==> src/rtl/executs_muldiv_if.sv <==
// HI/LO-group handshake between the pipeline and the mult/div unit.
// Master is the pipeline side; slave is executs_muldiv.
interface executs_muldiv_if #(
  parameter int WIDTH = 32
);
  logic             Md_en;
  logic [5:0]       Function_opcode;
  logic [WIDTH-1:0] Read_data_1;
  logic [WIDTH-1:0] Read_data_2;
  logic             Hilo_read;
  logic [WIDTH-1:0] Hi;
  logic [WIDTH-1:0] Lo;
  logic             Md_busy;
  logic             Md_done;
  logic             Stall;

  modport master (
    output Md_en, Function_opcode,
    output Read_data_1, Read_data_2,
    output Hilo_read,
    input  Hi, Lo, Md_busy, Md_done, Stall
  );

  modport slave (
    input  Md_en, Function_opcode,
    input  Read_data_1, Read_data_2,
    input  Hilo_read,
    output Hi, Lo, Md_busy, Md_done, Stall
  );
endinterface

==> src/rtl/executs_muldiv.sv <==
// Iterative MIPS mult/div unit with HI/LO registers.
// Divider is built only when MULDIV_DIV_EN is defined.
module executs_muldiv #(
  parameter int WIDTH = 32,
  parameter int CNT_W = $clog2(WIDTH + 1)
) (
  input logic           clock,
  input logic           reset,
  executs_muldiv_if.slave bus
);
  localparam int W = WIDTH;

  typedef enum logic [1:0] {
    S_IDLE,
    S_MUL,
`ifdef MULDIV_DIV_EN
    S_DIV,
`endif
    S_FIX
  } state_t;

  state_t           r_state;
  logic [CNT_W-1:0] r_cnt;
  logic [2*W-1:0]   r_acc;
  logic [W-1:0]     r_opd;
  logic [W-1:0]     r_hi;
  logic [W-1:0]     r_lo;
  logic             r_sa;
  logic             r_sb;
  logic             r_done;

  logic [5:0]     w_f;
  logic [W-1:0]   w_a;
  logic [W-1:0]   w_b;
  logic           w_sgn;
  logic           w_sa;
  logic           w_sb;
  logic [W-1:0]   w_abs_a;
  logic [W-1:0]   w_abs_b;
  logic           w_busy;
  logic           w_mul_go;
  logic           w_mthi;
  logic           w_mtlo;
  logic [W:0]     w_sum;
  logic [2*W-1:0] w_mul_nxt;
  logic [2*W-1:0] w_prod;

  assign w_f      = bus.Function_opcode;
  assign w_a      = bus.Read_data_1;
  assign w_b      = bus.Read_data_2;
  // funct bit 0 clear selects the signed variant
  assign w_sgn    = ~w_f[0];
  assign w_sa     = w_sgn & w_a[W-1];
  assign w_sb     = w_sgn & w_b[W-1];
  assign w_abs_a  = w_sa ? -w_a : w_a;
  assign w_abs_b  = w_sb ? -w_b : w_b;
  assign w_busy   = (r_state != S_IDLE);
  assign w_mul_go = bus.Md_en &
                    ((w_f == 6'b011000) | (w_f == 6'b011001));
  assign w_mthi   = bus.Md_en & (w_f == 6'b010001);
  assign w_mtlo   = bus.Md_en & (w_f == 6'b010011);

  // shift-add: low half holds the multiplier, consumed LSB first
  assign w_sum     = {1'b0, r_acc[2*W-1:W]} +
                     (r_acc[0] ? {1'b0, r_opd} : '0);
  assign w_mul_nxt = {w_sum, r_acc[W-1:1]};
  assign w_prod    = (r_sa ^ r_sb) ? -r_acc : r_acc;

`ifdef MULDIV_DIV_EN
  logic           r_div;
  logic           r_dz;
  logic           w_div_go;
  logic [W:0]     w_sh;
  logic [W:0]     w_diff;
  logic           w_ge;
  logic [2*W-1:0] w_div_nxt;
  logic [W-1:0]   w_quo;
  logic [W-1:0]   w_rem;

  assign w_div_go  = bus.Md_en &
                     ((w_f == 6'b011010) | (w_f == 6'b011011));
  // restoring step: upper half is remainder, lower half quotient
  assign w_sh      = r_acc[2*W-1:W-1];
  assign w_diff    = w_sh - {1'b0, r_opd};
  assign w_ge      = ~w_diff[W];
  assign w_div_nxt = {w_ge ? w_diff[W-1:0] : w_sh[W-1:0],
                      r_acc[W-2:0], w_ge};
  // with a zero divisor the remainder ends as |rs|, so sign fix restores rs
  assign w_quo     = r_dz ? '1 :
                     ((r_sa ^ r_sb) ? -r_acc[W-1:0] : r_acc[W-1:0]);
  assign w_rem     = r_sa ? -r_acc[2*W-1:W] : r_acc[2*W-1:W];
`endif

  always_ff @(posedge clock or posedge reset) begin
    if (reset) begin
      r_state <= S_IDLE;
      r_cnt   <= '0;
      r_acc   <= '0;
      r_opd   <= '0;
      r_hi    <= '0;
      r_lo    <= '0;
      r_sa    <= 1'b0;
      r_sb    <= 1'b0;
      r_done  <= 1'b0;
`ifdef MULDIV_DIV_EN
      r_div   <= 1'b0;
      r_dz    <= 1'b0;
`endif
    end else begin
      r_done <= 1'b0;
      unique case (r_state)
        S_IDLE: begin
          if (w_mul_go) begin
            r_state <= S_MUL;
            r_cnt   <= CNT_W'(W - 1);
            r_opd   <= w_abs_a;
            r_acc   <= {{W{1'b0}}, w_abs_b};
            r_sa    <= w_sa;
            r_sb    <= w_sb;
`ifdef MULDIV_DIV_EN
            r_div   <= 1'b0;
            r_dz    <= 1'b0;
          end else if (w_div_go) begin
            r_state <= S_DIV;
            r_cnt   <= CNT_W'(W - 1);
            r_opd   <= w_abs_b;
            r_acc   <= {{W{1'b0}}, w_abs_a};
            r_sa    <= w_sa;
            r_sb    <= w_sb;
            r_div   <= 1'b1;
            r_dz    <= (w_b == '0);
`endif
          end else if (w_mthi) begin
            r_hi <= w_a;
          end else if (w_mtlo) begin
            r_lo <= w_a;
          end
        end
        S_MUL: begin
          r_acc <= w_mul_nxt;
          if (r_cnt == '0) r_state <= S_FIX;
          else r_cnt <= r_cnt - 1'b1;
        end
`ifdef MULDIV_DIV_EN
        S_DIV: begin
          r_acc <= w_div_nxt;
          if (r_cnt == '0) r_state <= S_FIX;
          else r_cnt <= r_cnt - 1'b1;
        end
`endif
        S_FIX: begin
          r_state <= S_IDLE;
          r_done  <= 1'b1;
`ifdef MULDIV_DIV_EN
          if (r_div) begin
            r_hi <= w_rem;
            r_lo <= w_quo;
          end else
`endif
          begin
            r_hi <= w_prod[2*W-1:W];
            r_lo <= w_prod[W-1:0];
          end
        end
        default: r_state <= S_IDLE;
      endcase
    end
  end

  assign bus.Hi      = r_hi;
  assign bus.Lo      = r_lo;
  assign bus.Md_busy = w_busy;
  assign bus.Md_done = r_done;
  assign bus.Stall   = w_busy & (bus.Md_en | bus.Hilo_read);
endmodule

==> src/flat_wrapper.sv <==
// flat-port wrapper written by rule: the top's interface ports become plain ports
module executs_muldiv_flat 
#(
  parameter int WIDTH = 32,
  parameter int CNT_W = $clog2(WIDTH + 1)
)
  (clock, reset, bus_Md_en, bus_Function_opcode, bus_Read_data_1, bus_Read_data_2, bus_Hilo_read, bus_Hi, bus_Lo, bus_Md_busy, bus_Md_done, bus_Stall);
  executs_muldiv_if #(.WIDTH(WIDTH)) bus_i ();
  input logic clock;
  input logic reset;
  input wire logic [$bits(bus_i.Md_en)-1:0] bus_Md_en;
  input wire logic [$bits(bus_i.Function_opcode)-1:0] bus_Function_opcode;
  input wire logic [$bits(bus_i.Read_data_1)-1:0] bus_Read_data_1;
  input wire logic [$bits(bus_i.Read_data_2)-1:0] bus_Read_data_2;
  input wire logic [$bits(bus_i.Hilo_read)-1:0] bus_Hilo_read;
  output wire logic [$bits(bus_i.Hi)-1:0] bus_Hi;
  output wire logic [$bits(bus_i.Lo)-1:0] bus_Lo;
  output wire logic [$bits(bus_i.Md_busy)-1:0] bus_Md_busy;
  output wire logic [$bits(bus_i.Md_done)-1:0] bus_Md_done;
  output wire logic [$bits(bus_i.Stall)-1:0] bus_Stall;
  assign bus_i.Md_en = bus_Md_en;
  assign bus_i.Function_opcode = bus_Function_opcode;
  assign bus_i.Read_data_1 = bus_Read_data_1;
  assign bus_i.Read_data_2 = bus_Read_data_2;
  assign bus_i.Hilo_read = bus_Hilo_read;
  assign bus_Hi = bus_i.Hi;
  assign bus_Lo = bus_i.Lo;
  assign bus_Md_busy = bus_i.Md_busy;
  assign bus_Md_done = bus_i.Md_done;
  assign bus_Stall = bus_i.Stall;
  executs_muldiv #(.WIDTH(WIDTH), .CNT_W(CNT_W)) u_core (.clock(clock), .reset(reset), .bus(bus_i));
endmodule
==> config.mk <==
export PLATFORM = sky130hd
export DESIGN_NAME = executs_muldiv_flat
export DESIGN_NICKNAME = d
export VERILOG_FILES = /design/src/rtl/executs_muldiv_if.sv /design/src/rtl/executs_muldiv.sv /design/src/flat_wrapper.sv
export SDC_FILE = /design/constraint.sdc
export NUM_CORES = 1
export LEC_CHECK = 0
export CORE_UTILIZATION = 57
export DETAILED_ROUTE_END_ITERATION = 16
export GPL_TIMING_DRIVEN = 0
export PLACE_DENSITY = 0.84
export SLEW_MARGIN = 20
export SYNTH_ARGS = -nofsm -noshare
export SYNTH_HDL_FRONTEND = slang
export SYNTH_SLANG_ARGS = --single-unit
==> constraint.sdc <==
create_clock -name clock -period 6.54 [get_ports clock]
set_input_delay 0.654 -clock clock [delete_from_list [all_inputs] [get_ports clock]]
set_output_delay 0.654 -clock clock [all_outputs]
set_load 0.01 [all_outputs]
==> impl_metrics.env <==
export IMPL_netlist_top_cells_area="dfrtp_1 (37%), o21ai_0 (8.3%), xnor2_1 (6.7%)"
export IMPL_fp_dieH_um=143.8
export IMPL_synth_cell_type_count=59
export IMPL_period_minus_slack_ns=4.358
export IMPL_sequentialPowerShare=0.481
export IMPL_min_path_type="reg2reg"
export IMPL_hold_buffers=0
export IMPL_die_area_um2=20670
export IMPL_comb_power_share=0.078
export IMPL_cts_resized=0
export IMPL_h_tree_depth=4
export IMPL_outcome="completed"
export IMPL_top_level_ports=141
export IMPL_antenna_cells=0
export IMPL_final_period_utilization=0.6664
export IMPL_drt_iter0_markers=1275
export IMPL_clkPwrFrac=0.441
export IMPL_cp_start_kind="flip-flop"
export IMPL_first_pass_iters=7
export IMPL_start_util=0.5849
export IMPL_power_density_nw_per_um2=160.0
export IMPL_cts_tree="done"
export IMPL_cts_root_buffer="clkbuf_16"
export IMPL_slew_viol_final=0
export IMPL_synth_flop_cell="dfrtp_1"
export IMPL_total_power_uw=2198
export IMPL_drive_gt1_frac=0.03036
export IMPL_postRouteAntennaNets=0
export IMPL_ys_seq_area_frac=0.3735
export IMPL_dpl_hpwl_mm=30.76
export IMPL_p_switching_uw=570.0
export IMPL_clock_skew_ns=0.01377
export IMPL_required_ns=6.84
export IMPL_cp_end_kind="flip-flop"
export IMPL_hold_start="u_core.bus.Lo[7]"
export IMPL_reg2reg_slack_ns=2.18
export IMPL_grt_pass1_vias=11070
export IMPL_synth_top_cell_area_share=0.3735
export IMPL_swShare=0.2593
export IMPL_worst_pin_slew_ns=1.001
export IMPL_whs_endpoint="u_core.bus.Lo[7]"
export IMPL_nets=1680
export IMPL_p_int_uw=1628
export IMPL_cts_sinks=171
export IMPL_area_growth_pct=19.90
export IMPL_reg2reg_to="u_core.r_acc[61]"
export IMPL_syn_inst=1411
export IMPL_clock_latency_ns=0.44
export IMPL_clk_path_buf_depth=2
export IMPL_synth_edf_count=0
export IMPL_core_area_um2=19590
export IMPL_vias=11700
export IMPL_yosys_warnings=0
export IMPL_portBuffers=137
export IMPL_crit_fanout=10
export IMPL_cp_data_arrival_time_ns=4.66
export IMPL_die_x_um=143.8
export IMPL_setup_viol=0
export IMPL_place_congestion=1.039
export IMPL_reg2reg_depth=14
export IMPL_fmax_mhz=229.5
export IMPL_post_cts_buffers=0
export IMPL_synth_cell_area_um2=11460
export IMPL_rows=51
export IMPL_clk_pin_slew_ns=0.08
export IMPL_grt_max_degree=98
export IMPL_hold_viol_final=0
export IMPL_syn_num_nets=1523
export IMPL_routedWlPerCell_um=21.29
export IMPL_grt_total_usage=0.3932
export IMPL_final_util=0.7012
export IMPL_holdPathStages=2
export IMPL_yosysTopAreaCell="dfrtp_1"
export IMPL_gr_total_overflow=0
export IMPL_ys_async_sr_fraction=1.000
export IMPL_p_leak_uw=0.005761
export IMPL_path_class="reg2reg"
export IMPL_antenna_found_initial=0
export IMPL_cts_buffers=17
export IMPL_holdWs_ns=0.4786
export IMPL_ys_ff_latch=171
export IMPL_grt_first_pass_wirelength_mm=60.19
export IMPL_vias_per_cell=6.337
export IMPL_drc=0
export IMPL_rr_startpoint="u_core.r_acc[0]"
export IMPL_slew_headroom=0.3262
export IMPL_rsz0062_at_grt="no"
export IMPL_routed_wl_mm=39.30
export IMPL_drv_cap=0
export IMPL_avgSynthCellArea_um2=8.120
export IMPL_peakVddDrop_uv=158.3
## layout by cell type (no fill, tap or decap), drive strengths merged, types with 39 or more instances in the layout
cell type,instances
o21ai,198
a21oi,130
xor2,62
nor2,116
nand3,42
clkdlybuf4s50,137
xnor2,88
clkbuf,102
dfrtp,171
nand2,137
a22oi,39
nor3,42
## sequential cells by signal, indices dropped and copies added, names as in the netlist
| signal | count |
|---|---|
| u_core.r_sb | 1 |
| u_core.r_opd | 32 |
| u_core.bus.Hi | 32 |
| u_core.bus.Md_done | 1 |
| u_core.bus.Lo | 32 |
| u_core.r_cnt | 6 |
| u_core.r_sa | 1 |
| u_core.r_state | 2 |
| u_core.r_acc | 64 |
## cell usage after synthesis, drive strengths merged (2+ instances only)
cell type  instances
nor2b             12
dfrtp            171
a31oi             14
o21bai             4
nand3             42
o31ai              8
nor3              42
ha                37
nand2b             9
xor2              62
a211o              4
or2                9
nand2            137
nand4b             3
o211ai             4
inv               27
o21a               3
buf                4
nor3b              6
mux2i              3
nor2             116
nand4              6
a22oi             39
o21ai            198
a21boi             2
a211oi             3
xnor2             88
clkbuf            83
nand3b             2
and3              12
or4               10
or3               15
and2              35
a221o              3
a21oi            130
o41ai              7
nor4              26
a21o               9
o22ai             14
## how the worst max path moves through the flow
stage                          startpoint               end  slack (ns)  cells after the start
final                     u_core.r_acc[0]  u_core.r_acc[61]        2.18                     14
after global routing      u_core.r_acc[0]  u_core.r_acc[61]        1.78                     14
after CTS                 u_core.r_acc[0]  u_core.r_acc[61]        2.23                     14
after detailed placement  u_core.r_acc[0]  u_core.r_acc[61]        2.25                     14
after global placement              reset   u_core.r_cnt[1]       -0.98                      2
after floorplan                     reset  u_core.bus.Hi[0]        1.25                      1
## power groups by stage
stage	clock network, uW	logic (uW)	registers, uW
6_report	970	171	1060
5_1_grt	1010	185	1060
4_1_cts	967	170	1060
3_5_place_dp	0	169	1080
3_3_place_gp	0	164	1080
2_1_floorplan	0	75.3	1080
## worst max-delay path: stages, from the launching register on
cell	delay, ns
dfrtp_1	0.54
clkbuf_1	0.41
and2_1	0.20
ha_1	0.16
inv_1	0.05
fa_1	0.39
nor2b_1	0.18
o2111ai_1	0.16
a2111oi_0	0.65
nor4_1	0.18
o21ai_0	0.34
o22ai_1	0.23
o41ai_1	0.46
xnor2_1	0.17
o21ai_0	0.09
## layer usage
layer | GRT usage | part of all wire | vias to the layer above
li1 | - | - | 5326
met1 | 0.5377 | 0.41 | 5510
met2 | 0.6050 | 0.44 | 734
met3 | 0.05865 | 0.098 | 128
met4 | 0.2021 | 0.051 | 0
met5 | 0 | 0 | -
## cell families (layout without fill, tap and decap cells)
| group | count (synthesis) | after routing | synth area share |
|---|---|---|---|
| buffers and inverters | 115 | 285 | 0.03844 |
| adder cells (fa/ha/maj) | 38 | 38 | 0.04215 |
| flip-flops | 171 | 171 | 0.3735 |
| AND/OR/NAND/NOR | 484 | 484 | 0.2055 |
| AO/OA/AOI/OAI | 450 | 450 | 0.2231 |
| XOR/XNOR | 150 | 150 | 0.1147 |
| multiplexers | 3 | 3 | 0.002621 |
## cell type report
type	count	area (um2)
Multi-Input combinational cell	1125	6738
Clock buffer	19	432.9
Buffer	87	335.3
Clock inverter	13	108.9
Fill cell	1613	5853
Tap cell	265	331.6
Sequential cell	171	4279
Inverter	28	112.6
Timing Repair Buffer	138	1399
## stage by stage
| step | instances | setup WS, ns | setup TNS (ns) | cell area (um2) |
|---|---|---|---|---|
| 2_1_floorplan | 1411 | 1.254 | 0 | 11460 |
| 3_3_place_gp | 1813 | -0.9813 | -164.64 | 13160 |
| 3_5_place_dp | 1814 | 2.252 | 0 | 13200 |
| 4_1_cts | 1846 | 2.227 | 0 | 13740 |
| 5_1_grt | 1846 | 1.784 | 0 | 13740 |
| 6_report | 1846 | 2.182 | 0 | 13740 |
(Power assumes the default switching activity.)
